### src/rtl/d_reg_pipeline.sv
// WIDTH-bit, DEPTH-stage register pipeline with valid/ready flow control,
// bubble collapsing, synchronous flush and a registered occupancy count.
module d_reg_pipeline #(
  parameter  int WIDTH = 8,
  parameter  int DEPTH = 4,
  localparam int CW    = $clog2(DEPTH + 1)
) (
  input  logic             clk,
  input  logic             reset,
  input  logic             flush,
  input  logic             in_valid,
  output logic             in_ready,
  input  logic [WIDTH-1:0] in_data,
  output logic             out_valid,
  input  logic             out_ready,
  output logic [WIDTH-1:0] out_data,
  output logic [CW-1:0]    count
);

  logic [DEPTH-1:0] v_q;
  logic [DEPTH-1:0] v_d;
  logic [DEPTH-1:0] adv;
  logic [WIDTH-1:0] d_q [DEPTH];
  logic [WIDTH-1:0] d_d [DEPTH];
  logic [CW-1:0]    count_q;
  logic [CW-1:0]    count_d;
  logic             in_xfer;
  logic             out_xfer;

  // A stage advances when its successor is empty or itself advancing;
  // resolved from the output end so out_ready ripples back to stage 0.
  always_comb begin
    adv = '0;
    adv[DEPTH-1] = v_q[DEPTH-1] & out_ready;
    for (int i = DEPTH - 2; i >= 0; i--) begin
      adv[i] = v_q[i] & (~v_q[i+1] | adv[i+1]);
    end
  end

  assign in_ready  = ~flush & (~v_q[0] | adv[0]);
  assign in_xfer   = in_valid & in_ready;
  assign out_xfer  = v_q[DEPTH-1] & out_ready;
  assign out_valid = v_q[DEPTH-1];
  assign out_data  = d_q[DEPTH-1];
  assign count     = count_q;

  always_comb begin
    v_d = v_q;
    d_d = d_q;
    if (in_xfer) begin
      v_d[0] = 1'b1;
      d_d[0] = in_data;
    end else if (adv[0]) begin
      v_d[0] = 1'b0;
    end
    for (int i = 1; i < DEPTH; i++) begin
      if (adv[i-1]) begin
        v_d[i] = 1'b1;
        d_d[i] = d_q[i-1];
      end else if (adv[i]) begin
        v_d[i] = 1'b0;
      end
    end
    count_d = count_q + CW'(in_xfer) - CW'(out_xfer);
    // Flush drops every in-flight word; stage data is left as don't-care.
    if (flush) begin
      v_d     = '0;
      count_d = '0;
    end
  end

  always_ff @(posedge clk) begin
    if (reset) begin
      v_q     <= '0;
      count_q <= '0;
      for (int i = 0; i < DEPTH; i++) begin
        d_q[i] <= '0;
      end
    end else begin
      v_q     <= v_d;
      count_q <= count_d;
      d_q     <= d_d;
    end
  end

endmodule

### config.mk
export PLATFORM = sky130hd
export DESIGN_NAME = d_reg_pipeline
export DESIGN_NICKNAME = d
export VERILOG_FILES = /design/src/rtl/d_reg_pipeline.sv
export SDC_FILE = /design/constraint.sdc
export NUM_CORES = 1
export LEC_CHECK = 0
export CORE_MARGIN = 4
export CORE_UTILIZATION = 56
export DETAILED_ROUTE_END_ITERATION = 10
export PLACE_DENSITY = 0.83
export SYNTH_ARGS = -nofsm -noshare
export SYNTH_HDL_FRONTEND = slang
export SYNTH_SLANG_ARGS = --single-unit
### constraint.sdc
create_clock -name clk -period 3.2 [get_ports clk]
set_input_delay 0.48 -clock clk [delete_from_list [all_inputs] [get_ports clk]]
set_output_delay 0.48 -clock clk [all_outputs]
set_load 0.01 [all_outputs]
* Word-level counts from Yosys, hierarchy flattened
Index checks and enable logic that the tools add are counted.
** Cells by class
- $add $sub $neg :: 2
- Mux-type cells :: 8
- Bitwise operators :: 15
- Reductions and logical operators :: 5
** Operator list (number)
- $mux W1 :: 8
- $reduce_bool A2 Y1 :: 4
- $and A1 B1 Y1 :: 6
- $not A1 Y1 :: 5
- $or A1 B1 Y1 :: 4
- $add A3 B1 Y3 :: 1
- $sub A3 B1 Y3 :: 1
- $reduce_or A2 Y1 :: 1
** Storage, ports and cells
- Register bits after elaboration :: 39
- Input bits :: 13
- Output and inout port bits :: 13
- Logic and storage cells :: 39

* Depth between registers and ports, before layout
Gate-level depths: netlist of run 1.
- Depth after elaboration :: 12
- Mapped depth :: 12
- Depth with buffers taken out :: 11

* Worst setup path before layout of run 1
Ideal clock, no wire load.
- Path kind :: input-to-reg
- From :: input port out_ready
- To :: register count_q[2], in the netlist count[2]
- Library setup time :: 0.078 ns
- Arrival time :: 2.259 ns
- Required time :: 3.122 ns
- Setup slack :: 0.863 ns
- Stages on the path :: 12
- Path buffers :: 1
- Cells stage by stage :: and4b_1 -> a21oi_1 -> buf_4 -> inv_1 -> ha_1 -> inv_1 -> ha_1 -> inv_1 -> fa_1 -> xor2_1 -> xnor2_1 -> nor3_1
** On the way
- Longest elaborated chain between the ends :: 12
** Ends and longest elaborated chain
- start, declared :: line 15 : input logic out_ready,
- $and A1 B1 Y1 (*) :: line 34, 42
- $or A1 B1 Y1 :: line 36 : adv[i] = v_q[i] & (~v_q[i+1] | adv[i+1]);
- $and A1 B1 Y1 :: line 36
- $or A1 B1 Y1 :: line 36
- $and A1 B1 Y1 :: line 36
- $or A1 B1 Y1 :: line 36
- $and A1 B1 Y1 :: line 36
- $or A1 B1 Y1 :: line 40 : assign in_ready = ~flush & (~v_q[0] | adv[0]);
- $and A1 B1 Y1 :: line 40
- $and A1 B1 Y1 :: line 41 : assign in_xfer = in_valid & in_ready;
- $add A3 B1 Y3 :: line 64 : count_d = count_q + CW'(in_xfer) - CW'(out_xfer);
- $sub A3 B1 Y3 (*) :: line 64
- end signal, assigned :: line 81 : count_q <= count_d;
- end, declared :: line 25 : logic [CW-1:0] count_q;
Mark *: on every way between the ends. The rest lies on a longest branch, timed or not.
A chain may end at the register's enable or synchronous reset.

* Final worst setup path of run 1
Same ends and word-level chain as after synthesis.

==> summary.md, run 1 <==
| Metric | Value |
|---|---|
| Outcome | completed |
| Synth Area in Compound Gates | 0.169 |
| Clk_lat worst skew | approximately 0.34 ns |
| Cells after Synth | 184 |
| DP HPWL | 2290 um |
| Rel. slew slack | 0.594 |
| Seq/Total Area, Yosys | 0.476 |
| Synth Area in XOR/XNOR | 0.0107 |
| Post-Route Setup TNS | 0 ns |
| Commonest non-fill, non-tap cell in the layout | dfxtp_1 |
| Synth Register Bits | 39 |
| CTS Hold Bufs | 0 |
| Cts bufs inserted | 5 |
| GP Congestion | approximately 0.8 |
| Worst path max stage delay | about 0.56 ns |
| Worst R2R Path Depth | 11 |
| CTS tree | yes |
| Endpoints failing setup | 0 |
| Vias in the first global route | approximately 1200 |
| Core area | between 2000 and 3000 um2 |
| Most frequent cells in the layout | dfxtp_1 (39), a21oi_1 (27), clkdlybuf4s50_1 (25), nand3_1 (24), o21ai_0 (24) |
| Cell count along the critical path | 12 |
| Crit path cell chain | clkdlybuf4s50_1, and4b_1, a21oi_1, inv_1, ha_1, inv_1, ha_1, inv_1, fa_1, xor2_1, xnor2_1, nor3_1 |
| Leak | between 0.6 and 0.7 nW |
| Fin crit share | 0.848 |
| Critical path's top delay family | adder cells |
| Post-synth EDFFs | 0 |
| H-Tree Depth | 2 |
| Max Clock Freq | 368 MHz |
| Post-Synth Simple-Gate Area | 0.186 |
| Initial antenna violation count | 0 |
| Post-synthesis instance area | around 1600 um2 |
| Layout cell share with drive strength beyond 1 | 0.0354 |
| Final Critical Period | 2.71 ns |
| Diodes inserted | 0 |
| Placed Area | roughly 1800 um2 |
| Avg Inst Size Synth | ~8.9 um2 |
| Row count | 19 |
| Starting DRT DRC Count | just under 60 |
| CP Capture Type | register |
| Final Skew | ~0.0091 ns |
| YS warnings | 0 |
| Fill count | around 240 |
| Register area | between 700 and 800 um2 |
| Grt ovf | 0 |
| Slew @ Worst Pin | slightly above 0.6 ns |
| Vias | approximately 1300 |
| Multiplexer share of the synthesized area | 0.0489 |
| Multi-input gate area | roughly 730 um2 |
| Post-Synthesis Net Count | 200 |
| Core Util, Final | 0.674 |
| Routed len/inst | 13.6 um |
| Hold Path Class | register to register |
| Maximum vdd drop | between 0.0003 and 0.0004 V |
| Drt total wl | 3120 um |
| Worst hold stages | 2 |
| Die area | between 3000 and 4000 um2 |
| Layout Nets | approximately 220 |
| Placed Cells | around 220 |
| Worst-path clk slew | approximately 0.11 ns |
| Global-route wire length before repair | between 5000 and 6000 um |
| Maximum clock insertion buffer count | 2 |
| Synth async-reset ratio | 0 |
| Hold Slack | about 0.46 ns |
| Final std cells w/o fill | approximately 230 |
| Pwr dens | around 410 nW/um2 |
| Horiz. Die Dim | ~62 um |
| Worst Path Required | about 3.4 ns |
| Post-CTS Setup Bufs | 0 |
| MaxCap Viol Count | 0 |
| Max Transition Viols Final | 0 |
| CP startpoint kind | primary input |
| Adder-Cell Fraction of Synth Area | 0.0275 |
| Total clock sinks | 39 |
| Die height | around 62 um |
| Vias per cell | ~5.7 |
| Antenna violation net count after detailed routing | 0 |
| Final non-filler cell area | about 1900 um2 |
| Unrepaired setup endpoints after global routing | false |
| GRT Total Usage | 0.169 |
| Buffer and inverter count on the worst path | 4 |
| Crit Path Class | primary input to register |
| Critical path's slowest cell | clkdlybuf4s50_1 |
| Post-CTS sizing | 0 |
| Ports | 26 |
| Crit path top cell by count | inv_1 |
| Crit-path max FO | 11 |
| Prevailing post-synth register cell | dfxtp_1 |
| Main combinational cell family by area after synthesis | simple AND/OR/NAND/NOR gates |
| Initial core utilization | 0.589 |
| Area Overhead vs Synth | 14.4% |
| Yosys cell types | 24 |
| Number of port buffers | 25 |
| Pin count of the biggest net entering global routing | 25 |
| Final hold vios | 0 |
| CTS root buffer | clkbuf_4 |
| Worst EP arrival | between 2 and 3 ns |
| DR pass1 iterations | 4 |
| DRC Markers | 0 |
[power breakdown]
group	internal (mW)	switching [mW]	total (mW)
combinational	0.0295	0.0229	0.0524
sequential	0.493	0.00634	0.499
clock	0.0782	0.145	0.224
total	0.601	0.175	0.775
[final timing paths]
path	start	to	slack (ns)
max	out_ready	count[2]	0.49
max reg2reg	v_q[2]	count[2]	0.58
min	d_q[23]	d_q[15]	0.46
min reg2reg	d_q[23]	d_q[15]	0.46
[per-stage QoR]
stage | setup WS (ns) | power [mW]
after floorplan | 0.863 | 0.537
after detailed placement | 0.146 | 0.563
after global placement | 0.252 | 0.560
after global routing | 0.352 | 0.806
after CTS | 0.507 | 0.779
final | 0.486 | 0.775
[synth_stat cells (2+ instances only)]
library cell,n,area share
nand2b_1,18,0.069
buf_2,4,0.012
nor3_1,3,0.0092
ha_1,2,0.015
buf_4,9,0.041
buf_1,2,0.0046
clkbuf_1,4,0.0092
a21oi_1,27,0.082
nand3_1,24,0.073
and2_1,2,0.0076
mux2i_1,8,0.049
inv_1,6,0.014
dfxtp_1,39,0.48
o21ai_0,24,0.073
a21boi_0,3,0.014
[worst register-to-register path, stage by stage (launching register included)]
cell and delay, ns:
dfxtp_1 0.59, and4b_1 0.47, a21oi_1 0.14, inv_1 0.08
ha_1 0.22, inv_1 0.06, ha_1 0.13, inv_1 0.05
fa_1 0.37, xor2_1 0.16, xnor2_1 0.17, nor3_1 0.07
[cell type report]
cell class | instances | area share
sequential | 39 | 0.417
clock buffer | 6 | 0.0220
tap | 31 | 0.0207
inverter | 6 | 0.0120
multi-input combinational | 120 | 0.387
timing repair buffer | 27 | 0.142
[cell families after synthesis]
| family | count (synthesis) |
|---|---|
| buf+inv | 25 |
| xor+xnor | 2 |
| simple gates | 53 |
| compound gates | 54 |
| fa+ha+maj | 3 |
| mux | 8 |
| flops | 39 |
[sequential cells by signal, summed over array words and instances (netlist names)]
name      flops
d_q          24
out_data      8
v_q           4
count         3
[per-layer routing]
layer,vias up,global-route usage,share of wire
met5,-,0,0
met4,0,0.0894,0.022
met3,8,0.0468,0.054
met2,46,0.299,0.51
met1,602,0.179,0.42
li1,658,-,-
Note: power is estimated with default switching activity, not from simulation.
==> run 2, diff against run 1 <==
--- a/config.mk
+++ b/config.mk
@@ -6,9 +6,9 @@
 export NUM_CORES = 1
 export LEC_CHECK = 0
 export CORE_MARGIN = 4
-export CORE_UTILIZATION = 56
+export CORE_UTILIZATION = 52
 export DETAILED_ROUTE_END_ITERATION = 10
-export PLACE_DENSITY = 0.83
+export PLACE_DENSITY = 0.78
 export SYNTH_ARGS = -nofsm -noshare
 export SYNTH_HDL_FRONTEND = slang
 export SYNTH_SLANG_ARGS = --single-unit
==> constraint.sdc (replaced) <==
create_clock -name clk -period 2.5 [get_ports clk]
set_input_delay 0.375 -clock clk [delete_from_list [all_inputs] [get_ports clk]]
set_output_delay 0.375 -clock clk [all_outputs]
set_load 0.01 [all_outputs]
==> run 2 against run 1 <==
  * Combinational power is 44% higher
  * Clock skew is 0.0038 ns lower
  * Power is 28% higher
  * Setup slack worse by 0.37 ns
  * Critical path depth stayed put
  * Sequential share of layout area is 1.6 points lower
  * Non-clock buffer count is 6 higher
  * Flip-flop and latch count stayed put
  * Via count is 1.8% lower
  * Count of clock-buffer cells in the layout stayed put
  * Die area is 6.7% higher
  * Critical endpoint unchanged
  * Largest cell class unchanged
  * Largest power group unchanged
==> summary.md, run 2 (same netlist as run 1, synthesis figures left out) <==
| Metric | Value |
|---|---|
| Final Critical Period | between 2 and 2.5 ns |
| GP Congestion | roughly 0.75 |
| Endpoints failing setup | 0 |
| Hold Slack | about 0.47 ns |
| Fin worst setup slack | about 0.11 ns |
| Antenna violation net count after detailed routing | 0 |
| Clk_lat worst skew | 0.34 ns |
| Post-CTS sizing | 0 |
| CTS tree | yes |
| Post-CTS Setup Bufs | 0 |
| Fill count | about 250 |
| Vias | roughly 1300 |
| Fin crit share | 0.954 |
| CTS root buffer | clkbuf_4 |
| Crit path top cell by count | inv_1 |
| Initial antenna violation count | 0 |
| Area Overhead vs Synth | 18.9% |
| Total clock sinks | 39 |
| Vias in the first global route | about 1200 |
| Die height | about 64 um |
| Core Util, Final | 0.643 |
| Grt ovf | 0 |
| CP startpoint kind | primary input |
| Diodes inserted | 0 |
| Critical path's slowest cell | clkdlybuf4s50_1 |
| Crit path cell chain | clkdlybuf4s50_1, and4b_1, a21oi_1, inv_1, ha_1, inv_1, ha_1, inv_1, fa_1, xor2_1, xnor2_1, nor3_1 |
| Met3 WL | about 180 um |
| CP Capture Type | register |
| Starting DRT DRC Count | 51 |
| Worst slack at placement | -0.254 ns |
| Slew @ Worst Pin | 0.544 ns |
| Commonest non-fill, non-tap cell in the layout | dfxtp_1 |
| Multi-input gate area | between 700 and 800 um2 |
| Max Clock Freq | 419 MHz |
| Worst path max stage delay | roughly 0.48 ns |
| MaxCap Viol Count | 0 |
| Unrepaired setup endpoints after global routing | false |
| Largest register by flop count | d_q |
| Core area | between 3000 and 4000 um2 |
| Final hold vios | 0 |
| Register area | 781 um2 |
| Max Transition Viols Final | 0 |
| Leak | 0.673 nW |
| Outcome | completed |
| Initial core utilization | 0.541 |
| Cts bufs inserted | 5 |
| Post-Route Setup TNS | 0 ns |
| Worst-path clk slew | ~0.1 ns |
| GRT Total Usage | 0.161 |
| Vias per cell | roughly 5.2 |
| Drt total wl | around 3000 um |
| Most frequent cells in the layout | dfxtp_1 (39), a21oi_1 (27), clkdlybuf4s50_1 (25), nand3_1 (24), o21ai_0 (24) |
| Pin count of the biggest net entering global routing | 27 |
| Wire length on met2 | roughly 1500 um |
| Rel. slew slack | 0.636 |
| Ports | 26 |
| Row count | 20 |
| Hold Path Class | register to register |
| Maximum clock insertion buffer count | 2 |
| CTS Hold Bufs | 0 |
| Die area | ~4000 um2 |
| Maximum vdd drop | around 0.00028 V |
| Final Skew | ~0.0052 ns |
| Number of flip-flops in the largest register | 24 |
| Horiz. Die Dim | roughly 64 um |
| Crit-path max FO | 2 |
| Crit Path Class | primary input to register |
| Worst Path Required | approximately 2.8 ns |
| DP HPWL | 2250 um |
| Worst EP arrival | ~2.7 ns |
| Number of port buffers | 25 |
| Layout Nets | between 200 and 250 |
| Highest metal used | met4 |
| Global-route wire length before repair | about 5000 um |
| Layout cell share with drive strength beyond 1 | 0.0637 |
| DRC Markers | 0 |
| DR pass1 iterations | 4 |
| H-Tree Depth | 2 |
| Pwr dens | a little over 500 nW/um2 |
| M1 WL | between 1000 and 1500 um |
| Routed len/inst | approximately 12 um |
==> run 2: path summary, 6_finish.rpt <==
kind / startpoint / endpoint / cells after the start / slack, ns
worst max-delay path: out_ready / count[2] / 12 / 0.11
worst min-delay path: d_q[16] / d_q[8] / 2 / 0.47
worst max register to register: v_q[3] / count[2] / 11 / 0.22
worst min register to register: d_q[16] / d_q[8] / 2 / 0.47
==> run 2: metal layers <==
metal / vias up / GRT usage
met1: 583 / 0.169
met2: 36 / 0.276
met5: - / 0
li1: 669 / -
met3: 2 / 0.0721
met4: 0 / 0.0686
==> run 2: final cells by class <==
type | count | share of cell area
flip-flops and latches | 39 | 0.401
clock buffers | 6 | 0.0212
well taps | 44 | 0.0283
repair buffers | 33 | 0.166
inverters | 6 | 0.0116
multi-input cells | 120 | 0.373
==> run 2: per-stage QoR <==
stage	power [mW]	instance area, um2	cells
global route	1.05	1950	248
CTS	1.00	1950	248
finish	0.994	1950	248
detailed placement	0.726	1910	242
floorplan	0.687	1640	184
global placement	0.723	1910	242
==> run 2: critical path: cells and delay by family <==
family / cells / cell delay, ns
AND/OR/NAND/NOR: 2 / 0.34
AO/OA/AOI/OAI: 1 / 0.18
buffers and inverters: 4 / 0.67
XOR/XNOR: 2 / 0.29
adder cells (fa/ha/maj): 3 / 0.81
==> run 2: power breakdown <==
part / switching (mW) / internal [mW] / leakage (nW) / total [mW]
registers: 0.00518 / 0.631 / 0.315 / 0.636
logic: 0.0325 / 0.0430 / 0.334 / 0.0756
clock network: 0.183 / 0.100 / 0.0242 / 0.283
total: 0.220 / 0.774 / 0.673 / 0.994
==> run 3, diff against run 2 <==
--- a/config.mk
+++ b/config.mk
@@ -9,6 +9,7 @@
 export CORE_UTILIZATION = 52
 export DETAILED_ROUTE_END_ITERATION = 10
 export PLACE_DENSITY = 0.78
+export SLEW_MARGIN = 20
 export SYNTH_ARGS = -nofsm -noshare
 export SYNTH_HDL_FRONTEND = slang
 export SYNTH_SLANG_ARGS = --single-unit
==> results of run 3 <==
Final layout, timing and power as in run 2 (identical DEF).
